<file path="src/rtl/dmem_arb_pkg.sv">
// Shared types and constants for the two-port data-memory arbiter.
package dmem_arb_pkg;

   typedef enum logic [1:0] {
      ARB   = 2'd0,
      LOCK0 = 2'd1,
      LOCK1 = 2'd2
   } arb_state_e;

   localparam int unsigned P_CPU = 0;
   localparam int unsigned P_DBG = 1;

   localparam int unsigned MAX_HOLD_DEFAULT = 4;

endpackage

</file>
<file path="src/rtl/rr_arb2.sv">
// Combinational two-way round-robin grant; the port that did not win last gets ties.
module rr_arb2
   import dmem_arb_pkg::*;
(
   input  logic [1:0] i_req,
   input  logic       i_last_gnt,
   output logic [1:0] o_gnt
);

   // i_last_gnt = 1 means port 1 won last time, so port 0 takes a tie.
   assign o_gnt[P_CPU] = i_req[P_CPU] & (~i_req[P_DBG] | i_last_gnt);
   assign o_gnt[P_DBG] = i_req[P_DBG] & (~i_req[P_CPU] | ~i_last_gnt);

endmodule

</file>
<file path="src/rtl/dmem_arbiter.sv">
// Arbitrates a single-port data memory between the CPU port and the debug/loader port,
// with round-robin ties and a bounded lock for read-modify-write sequences.
module dmem_arbiter
   import dmem_arb_pkg::*;
#(
   parameter int unsigned DATA_WIDTH = 32,
   parameter int unsigned ADDR_WIDTH = 5,
   parameter int unsigned MAX_HOLD   = MAX_HOLD_DEFAULT
) (
   input  logic                  i_clk,
   input  logic                  i_rst_n,
   input  logic                  i_req0,
   input  logic                  i_req1,
   input  logic                  i_we0,
   input  logic                  i_we1,
   input  logic                  i_lock0,
   input  logic                  i_lock1,
   input  logic [ADDR_WIDTH-1:0] i_addr0,
   input  logic [ADDR_WIDTH-1:0] i_addr1,
   input  logic [DATA_WIDTH-1:0] i_wdata0,
   input  logic [DATA_WIDTH-1:0] i_wdata1,
   output logic                  o_gnt0,
   output logic                  o_gnt1,
   output logic                  o_rvalid0,
   output logic                  o_rvalid1,
   output logic [DATA_WIDTH-1:0] o_rdata0,
   output logic [DATA_WIDTH-1:0] o_rdata1,
   output logic [ADDR_WIDTH-1:0] o_mem_addr,
   output logic [DATA_WIDTH-1:0] o_mem_data,
   output logic                  o_mem_we,
   input  logic [DATA_WIDTH-1:0] i_mem_data
);

   localparam logic [3:0] HOLD_LIMIT = 4'(MAX_HOLD);

   arb_state_e            r_state, w_state_d;
   logic                  r_last_gnt, w_last_gnt_d;
   logic [3:0]            r_hold_cnt, w_hold_cnt_d;
   logic [1:0]            w_req, w_rr_gnt, w_gnt_raw, w_gnt;
   logic                  r_rvalid0, r_rvalid1;
   logic [DATA_WIDTH-1:0] r_rdata0, r_rdata1;
   logic                  w_rd0, w_rd1;

   assign w_req = {i_req1, i_req0};

   rr_arb2 u_rr_arb2 (
      .i_req      (w_req),
      .i_last_gnt (r_last_gnt),
      .o_gnt      (w_rr_gnt)
   );

   always_comb begin
      w_gnt_raw    = 2'b00;
      w_state_d    = r_state;
      w_last_gnt_d = r_last_gnt;
      w_hold_cnt_d = r_hold_cnt;
      unique case (r_state)
         ARB: begin
            w_gnt_raw = w_rr_gnt;
            if (w_rr_gnt[P_CPU]) begin
               w_last_gnt_d = 1'b0;
               // A one-cycle bound is already met by the grant cycle itself.
               if (i_lock0 && (MAX_HOLD > 1)) begin
                  w_state_d    = LOCK0;
                  w_hold_cnt_d = 4'd1;
               end
            end else if (w_rr_gnt[P_DBG]) begin
               w_last_gnt_d = 1'b1;
               if (i_lock1 && (MAX_HOLD > 1)) begin
                  w_state_d    = LOCK1;
                  w_hold_cnt_d = 4'd1;
               end
            end
         end
         LOCK0: begin
            w_gnt_raw[P_CPU] = i_req0;
            w_hold_cnt_d     = r_hold_cnt + 4'd1;
            if (!i_lock0 || (w_hold_cnt_d >= HOLD_LIMIT)) begin
               w_state_d    = ARB;
               w_last_gnt_d = 1'b0;
               w_hold_cnt_d = 4'd0;
            end
         end
         LOCK1: begin
            w_gnt_raw[P_DBG] = i_req1;
            w_hold_cnt_d     = r_hold_cnt + 4'd1;
            if (!i_lock1 || (w_hold_cnt_d >= HOLD_LIMIT)) begin
               w_state_d    = ARB;
               w_last_gnt_d = 1'b1;
               w_hold_cnt_d = 4'd0;
            end
         end
         default: w_state_d = ARB;
      endcase
   end

   // Grants are masked during reset so no memory write can land on an edge in reset.
   assign w_gnt  = w_gnt_raw & {2{i_rst_n}};
   assign o_gnt0 = w_gnt[P_CPU];
   assign o_gnt1 = w_gnt[P_DBG];

   always_comb begin
      o_mem_addr = '0;
      o_mem_data = '0;
      o_mem_we   = 1'b0;
      if (w_gnt[P_CPU]) begin
         o_mem_addr = i_addr0;
         o_mem_data = i_wdata0;
         o_mem_we   = i_we0;
      end else if (w_gnt[P_DBG]) begin
         o_mem_addr = i_addr1;
         o_mem_data = i_wdata1;
         o_mem_we   = i_we1;
      end
   end

   assign w_rd0 = w_gnt[P_CPU] & ~i_we0;
   assign w_rd1 = w_gnt[P_DBG] & ~i_we1;

   always_ff @(posedge i_clk or negedge i_rst_n) begin
      if (!i_rst_n) begin
         r_state    <= ARB;
         r_last_gnt <= 1'b1;
         r_hold_cnt <= 4'd0;
      end else begin
         r_state    <= w_state_d;
         r_last_gnt <= w_last_gnt_d;
         r_hold_cnt <= w_hold_cnt_d;
      end
   end

   always_ff @(posedge i_clk or negedge i_rst_n) begin
      if (!i_rst_n) begin
         r_rvalid0 <= 1'b0;
         r_rvalid1 <= 1'b0;
         r_rdata0  <= '0;
         r_rdata1  <= '0;
      end else begin
         r_rvalid0 <= w_rd0;
         r_rvalid1 <= w_rd1;
         if (w_rd0) r_rdata0 <= i_mem_data;
         if (w_rd1) r_rdata1 <= i_mem_data;
      end
   end

   assign o_rvalid0 = r_rvalid0;
   assign o_rvalid1 = r_rvalid1;
   assign o_rdata0  = r_rdata0;
   assign o_rdata1  = r_rdata1;

endmodule
</file>
<file path="config.mk">
export PLATFORM = sky130hd
export DESIGN_NAME = dmem_arbiter
export DESIGN_NICKNAME = d
export VERILOG_FILES = /design/src/rtl/dmem_arb_pkg.sv /design/src/rtl/rr_arb2.sv /design/src/rtl/dmem_arbiter.sv
export SDC_FILE = /design/constraint.sdc
export NUM_CORES = 1
export LEC_CHECK = 0
export ABC_CLOCK_PERIOD_IN_PS = 2600
export CAP_MARGIN = 20
export CORE_ASPECT_RATIO = 0.9
export CORE_MARGIN = 3
export CORE_UTILIZATION = 37
export DETAILED_ROUTE_END_ITERATION = 16
export PLACE_DENSITY = 0.9
export SLEW_MARGIN = 20
export SYNTH_ARGS = -nofsm -noshare
export SYNTH_HDL_FRONTEND = slang
export SYNTH_SLANG_ARGS = --single-unit
</file>
<file path="constraint.sdc">
create_clock -name i_clk -period 2.6 [get_ports i_clk]
set_clock_uncertainty 0.15 [all_clocks]
set_input_delay 0.39 -clock i_clk [delete_from_list [all_inputs] [get_ports i_clk]]
set_output_delay 0.39 -clock i_clk [all_outputs]
set_load 0.02 [all_outputs]
</file>
Word level (Yosys, flattened, before mapping)
Cells that the tools add are included. Widths: inputs -> output; s select.

Bits in registers: 73. Bits of input ports: 114. Output and inout bits: 106. Word-level logic and storage cells: 64.

$add $sub $neg: 1. Magnitude comparators: 1. Equality and inequality tests: 7. Mux-type cells: 27. Bitwise logic cells: 12. Reductions and logical operators: 9.

Operators by type and width (count): $mux 32 (2); $mux 4 (6); $mux 2 (6); $pmux 4 s3 (1); $mux 5 (2); $ne 3x3->1 const B (3); $reduce_and 4->1 (2); $mux 1 (6); $pmux 2 s3 (1); $not 1->1 (5); $reduce_and 5->1 (1); $add 4x1->4 const B (1); $and 1x1->1 (4); $ge 4x3->1 const B (1); $ne 2x2->1 const B (2); $pmux 1 s2 (2); $pmux 1 s3 (1); $reduce_bool 3->1 (1); $and 2x2->2 (1); $eq 2x1->1 const B (1); $eq 2x2->1 const B (1); $logic_not 1->1 (2); $logic_not 2->1 (1); $logic_or 1x1->1 (2); $or 1x1->1 (2).

Depth between registers and ports, before layout
Word-level depth: 7. Gate-level depth with buffers: 8. Mapped depth without buffers: 6.

Modules after synthesis
From an unflattened synthesis, not the netlist that was laid out.

Cells, all modules: 235. Area total of the unflattened synthesis: 3310.7 µm².

Modules (own cells, without submodules): dmem_arbiter (instances 1, cells an instance 232, area an instance 3291.9 µm², seq. area each 1828.0 µm²); rr_arb2 (instances 1, cells an instance 3, area an instance 18.8 µm², seq. area each 0.0 µm²).

Least setup slack after synthesis
No wires, ideal clock.

Path kind: reg-to-output. Start point: reg r_last_gnt. End point: out o_mem_addr[0]. Data arrival time: 1702 ps. Required time: 2060 ps. Slack: 358 ps. Cell stages (with the launch flop): 6. Path buffers: 1. Cells stage by stage: dfstp_2 nand2b_1 a21oi_2 nor2_1 clkbuf_1 a22o_1.

Elaborated cells between the ends (all ways): 10. Those cells by class: 4 x mux; 6 x bitwise.

RTL lines: start, declared (line dmem_arbiter.sv:37) `logic r_last_gnt, w_last_gnt_d;`; start signal, assigned (line dmem_arbiter.sv:127) `r_last_gnt <= w_last_gnt_d;`; $or 1x1->1 (line rr_arb2.sv:11) `assign o_gnt[P_CPU] = i_req[P_CPU] & (~i_req[P_DBG] | i_last_gnt);`; $and 1x1->1 (line rr_arb2.sv:11); $pmux 1 s2 (line dmem_arbiter.sv:57) `unique case (r_state)`; $and 2x2->2 (line dmem_arbiter.sv:98) `assign w_gnt = w_gnt_raw & {2{i_rst_n}};`; net o_gnt0 (line dmem_arbiter.sv:22) `output logic o_gnt0,`; $mux 5 (line dmem_arbiter.sv:106) `if (w_gnt[P_CPU]) begin`; end, declared (line dmem_arbiter.sv:28) `output logic [ADDR_WIDTH-1:0] o_mem_addr,`.

The timed path passes the listed nets, and every way through them passes these cells.

Worst setup path in the final report
Start point: in i_req0. End point: out o_mem_data[21].

Longest elaborated chain between the ends: 7. Elaborated cells between the ends (all ways): 9. Those cells by class: 4 x mux; 5 x bitwise.

Ends and longest elaborated chain: start, declared (line dmem_arbiter.sv:12) `input logic i_req0,`; $not 1->1 (line rr_arb2.sv:12) `assign o_gnt[P_DBG] = i_req[P_DBG] & (~i_req[P_CPU] | ~i_last_gnt);`; $or 1x1->1 (line rr_arb2.sv:12); $and 1x1->1 (line rr_arb2.sv:12); $pmux 1 s2 (line dmem_arbiter.sv:57); $and 2x2->2 * (line dmem_arbiter.sv:98); $mux 32 (line dmem_arbiter.sv:110) `end else if (w_gnt[P_DBG]) begin`; $mux 32 * (line dmem_arbiter.sv:106); end, declared (line dmem_arbiter.sv:29) `output logic [DATA_WIDTH-1:0] o_mem_data,`.

Mark *: on every way between the ends. The rest lies on a longest branch, timed or not.

==> impl_metrics.toml <==
[run_status]
status = "complete, no violations"

[synth]
ys_top_cells_by_area = "dfrtp_1 51%, mux2_4 12%, mux2_2 12%"
syn_avg_cell_area_um2 = 14.6
yosysMostFrequentCell = "dfrtp_1"
synthCells = 240
synth-seq-cells = 73
synth_commonest_cells = "72 x dfrtp_1, 39 x a22o_1, 36 x mux2_2, 29 x mux2_4, 10 x inv_1"
syn_nets = 359
synth_top_area_cell = "dfrtp_1"
synth_edf_count = 0
synth_ff_type = "dfrtp_1"
yosys_warnings = 0
synth_top_area_share_pct = 51.5
async_flop_share_pct = 100
synth_area_mm2 = 0.00350
seq_area_frac_synth_pct = 52.2
ys_types = 33

[finish]
diodes = 0
nNetsFinal = 596
layout-drive-gt1-share_pct = 32.8
syn2layout_area_growth_pct = 81.2

[placed_design]
io_buffer_count = 219
dp_hpwl_um = 8810
dpl_worst_slack_ns = -0.365
place.gp.congestion = 0.892

[worst_setup_path]
rrSetupSlack_ns = 0.48
critical_path.max_stage_delay_ns = 0.51
cp-end-kind = "primary output"
r2r-end = "o_rdata1[3]$_DFFE_PN0P_"
cp.arrival_ns = 2.03
reg2reg_from = "r_state[0]$_DFFE_PN0P_"
cp-start-kind = "input pin"
crit_fanout = 19
critPathKind = "input pin to primary output"
slowest_stage = "clkdlybuf4s50_1"
crit_path_cell_trace = "clkdlybuf4s50_1 > buf_4 > nand2_1 > o21ba_4 > buf_16 > a22o_1 > buf_6"
reg2regPathDepth = 8
cp.required_ns = 2.06

[sta]
rsz0062_at_grt = "yes"
max_freq_mhz = 389
setup_viol = 0
whs_ns = 0.163
period_minus_slack_ns = 2.57
timing.final.crit_share_pct = 98.9
finalHoldViolations = 0
worst_slew_pin_slew_ns = 0.923
timing.slew.headroom_pct = 38.5
drv_slew = 0
fin_ws_ns = 0.0293

[floorplanning]
die_area_mm2 = 0.0107
rows = 33
die_w_um = 109
die_h_um = 98.3
core_mm2 = 0.00917
ioPinCount = 220
initial_utilization_pct = 38.2

[detailed_routing]
drt_drc_violations_left = 0
drtIter0Drc = 103
antenna_left = 0
dr.pass1.iters = 6
post_drt_via_cell_ratio = 4.99
finalWirelength_um = 11400
vias = 3016
wl_per_cell_um = 18.9

[global_route]
grt.overflow.total = 0
grt_pass1_vias = 3224
grt_start_max_net_pins = 74
antenna_found_initial = 0
grt_pass1_wl_um = 16900
track_usage_pct = 20.6

[power]
peakVddDrop_v = 0.000596
intPower_uw = 4520
leakagePower_uw = 0.00283
power_uw = 7050
pwr_density_cell_mw_per_mm2 = 1110
p_seq_share_pct = 28.3
swShare_pct = 35.8
p_switching_uw = 2530
clkPwrFrac_pct = 15.5
comb_power_share_pct = 56.2

[clocking]
numCtsBuffers = 9
clk_pin_slew_worst_paths_ns = 0.08
clock_latency_ns = 0.33
postCtsSetupRepairBufs = 0
cts.path.max_buffers = 2
hold_buffers = 0
cts_root_buf = "clkbuf_8"
cts_htree_levels = 3
cts_tree = "done"
cts.sinks = 73

[flow_run]
max_cap_viol_count = 0

[worst_hold_path]
hold_path.class = "input pin to asynchronous set/reset pin"
[cell type report]
type / count / area (um2)
clock buffers: 9 / 124
fillers: 679 / 2830
flip-flops and latches: 73 / 1830
well taps: 122 / 153
clock inverters: 7 / 126
repair buffers: 242 / 2540
multi-input cells: 141 / 1530
inverters: 10 / 37.5
[flip-flops by register name (all words and copies together), names as in the netlist]
name / cells
r_last_gnt: 1
o_rvalid1: 1
r_hold_cnt: 4
o_rdata0: 32
o_rvalid0: 1
r_state: 2
o_rdata1: 32
[logic make-up after synthesis]
group           share of synthesized area [%]
buf+inv                                  5.43
flops                                    52.2
compound gates                           13.0
fa+ha+maj                                1.79
simple gates                             2.32
mux                                      25.2
[repair_timing]
| action | in CTS | in global routing |
|---|---|---|
| cloned | 1 | 3 |
| resized for setup | 170 | 75 |
| pin swaps | 2 | 2 |
| setup endpoints to repair | 40 | 39 |
[power groups by stage]
stage	logic, uW	registers, uW	clock network [uW]
floorplan	1310	2610	0
global placement	3690	1970	0
detailed placement	3780	2010	0
CTS	3740	1990	1120
global route	4150	2060	1180
finish	3960	1990	1100
[per-stage QoR]
stage	setup TNS (ns)	cell area [um2]	utilization, %	cells
final	0	6340	69.2	604
after global routing	-1.42	6340	69.2	604
after CTS	-0.0136	6040	65.9	601
after detailed placement	-11.21	5890	64.3	584
after global placement	-9.84	5890	64.3	584
after floorplan	0	3500	-	240
[layout by cell type (no fill, tap or decap), types with 2 or more instances in the layout]
master	synthesis	final
ha_1	5	2
inv_1	10	8
mux2i_1	4	4
inv_2	0	2
a31oi_1	2	2
mux2_4	29	29
nor2b_1	2	2
buf_6	2	37
nand2_1	2	2
buf_12	3	5
clkdlybuf4s50_1	0	178
buf_4	7	16
clkbuf_8	0	9
ha_4	0	2
mux2_2	36	36
clkbuf_16	0	3
bufinv_16	0	3
a22o_1	39	39
nand3_1	2	2
a21oi_1	5	5
dfrtp_1	72	72
[metal layers]
metal	GRT usage (%)	share of wire, %	up-vias	wire length, um
li1	-	-	1361	-
met3	5.09	6.7	24	770
met1	21.6	35	1475	4030
met4	10.6	4.2	0	482
met2	37.5	54	156	6150
met5	0	0	-	0
[critical path, delay by kind of cell]
kind            cells  cell delay (ns)
buf+inv             4             0.95
simple gates        1             0.15
compound gates      2             0.53
[worst max-delay path by stage]
stage / startpoint / end / slack (ns) / cells after the start
floorplan: r_last_gnt$_DFFE_PN1P_ / o_mem_addr[0] / 0.36 / 5
global placement: i_req1 / o_mem_data[17] / -0.34 / 8
detailed placement: i_req0 / o_mem_data[17] / -0.37 / 7
CTS: r_state[0]$_DFFE_PN0P_ / o_mem_data[21] / -0.01 / 8
global route: r_state[0]$_DFFE_PN0P_ / o_mem_data[21] / -0.07 / 8
finish: i_req0 / o_mem_data[21] / 0.03 / 7
Note: power is estimated with default switching activity, not from simulation.
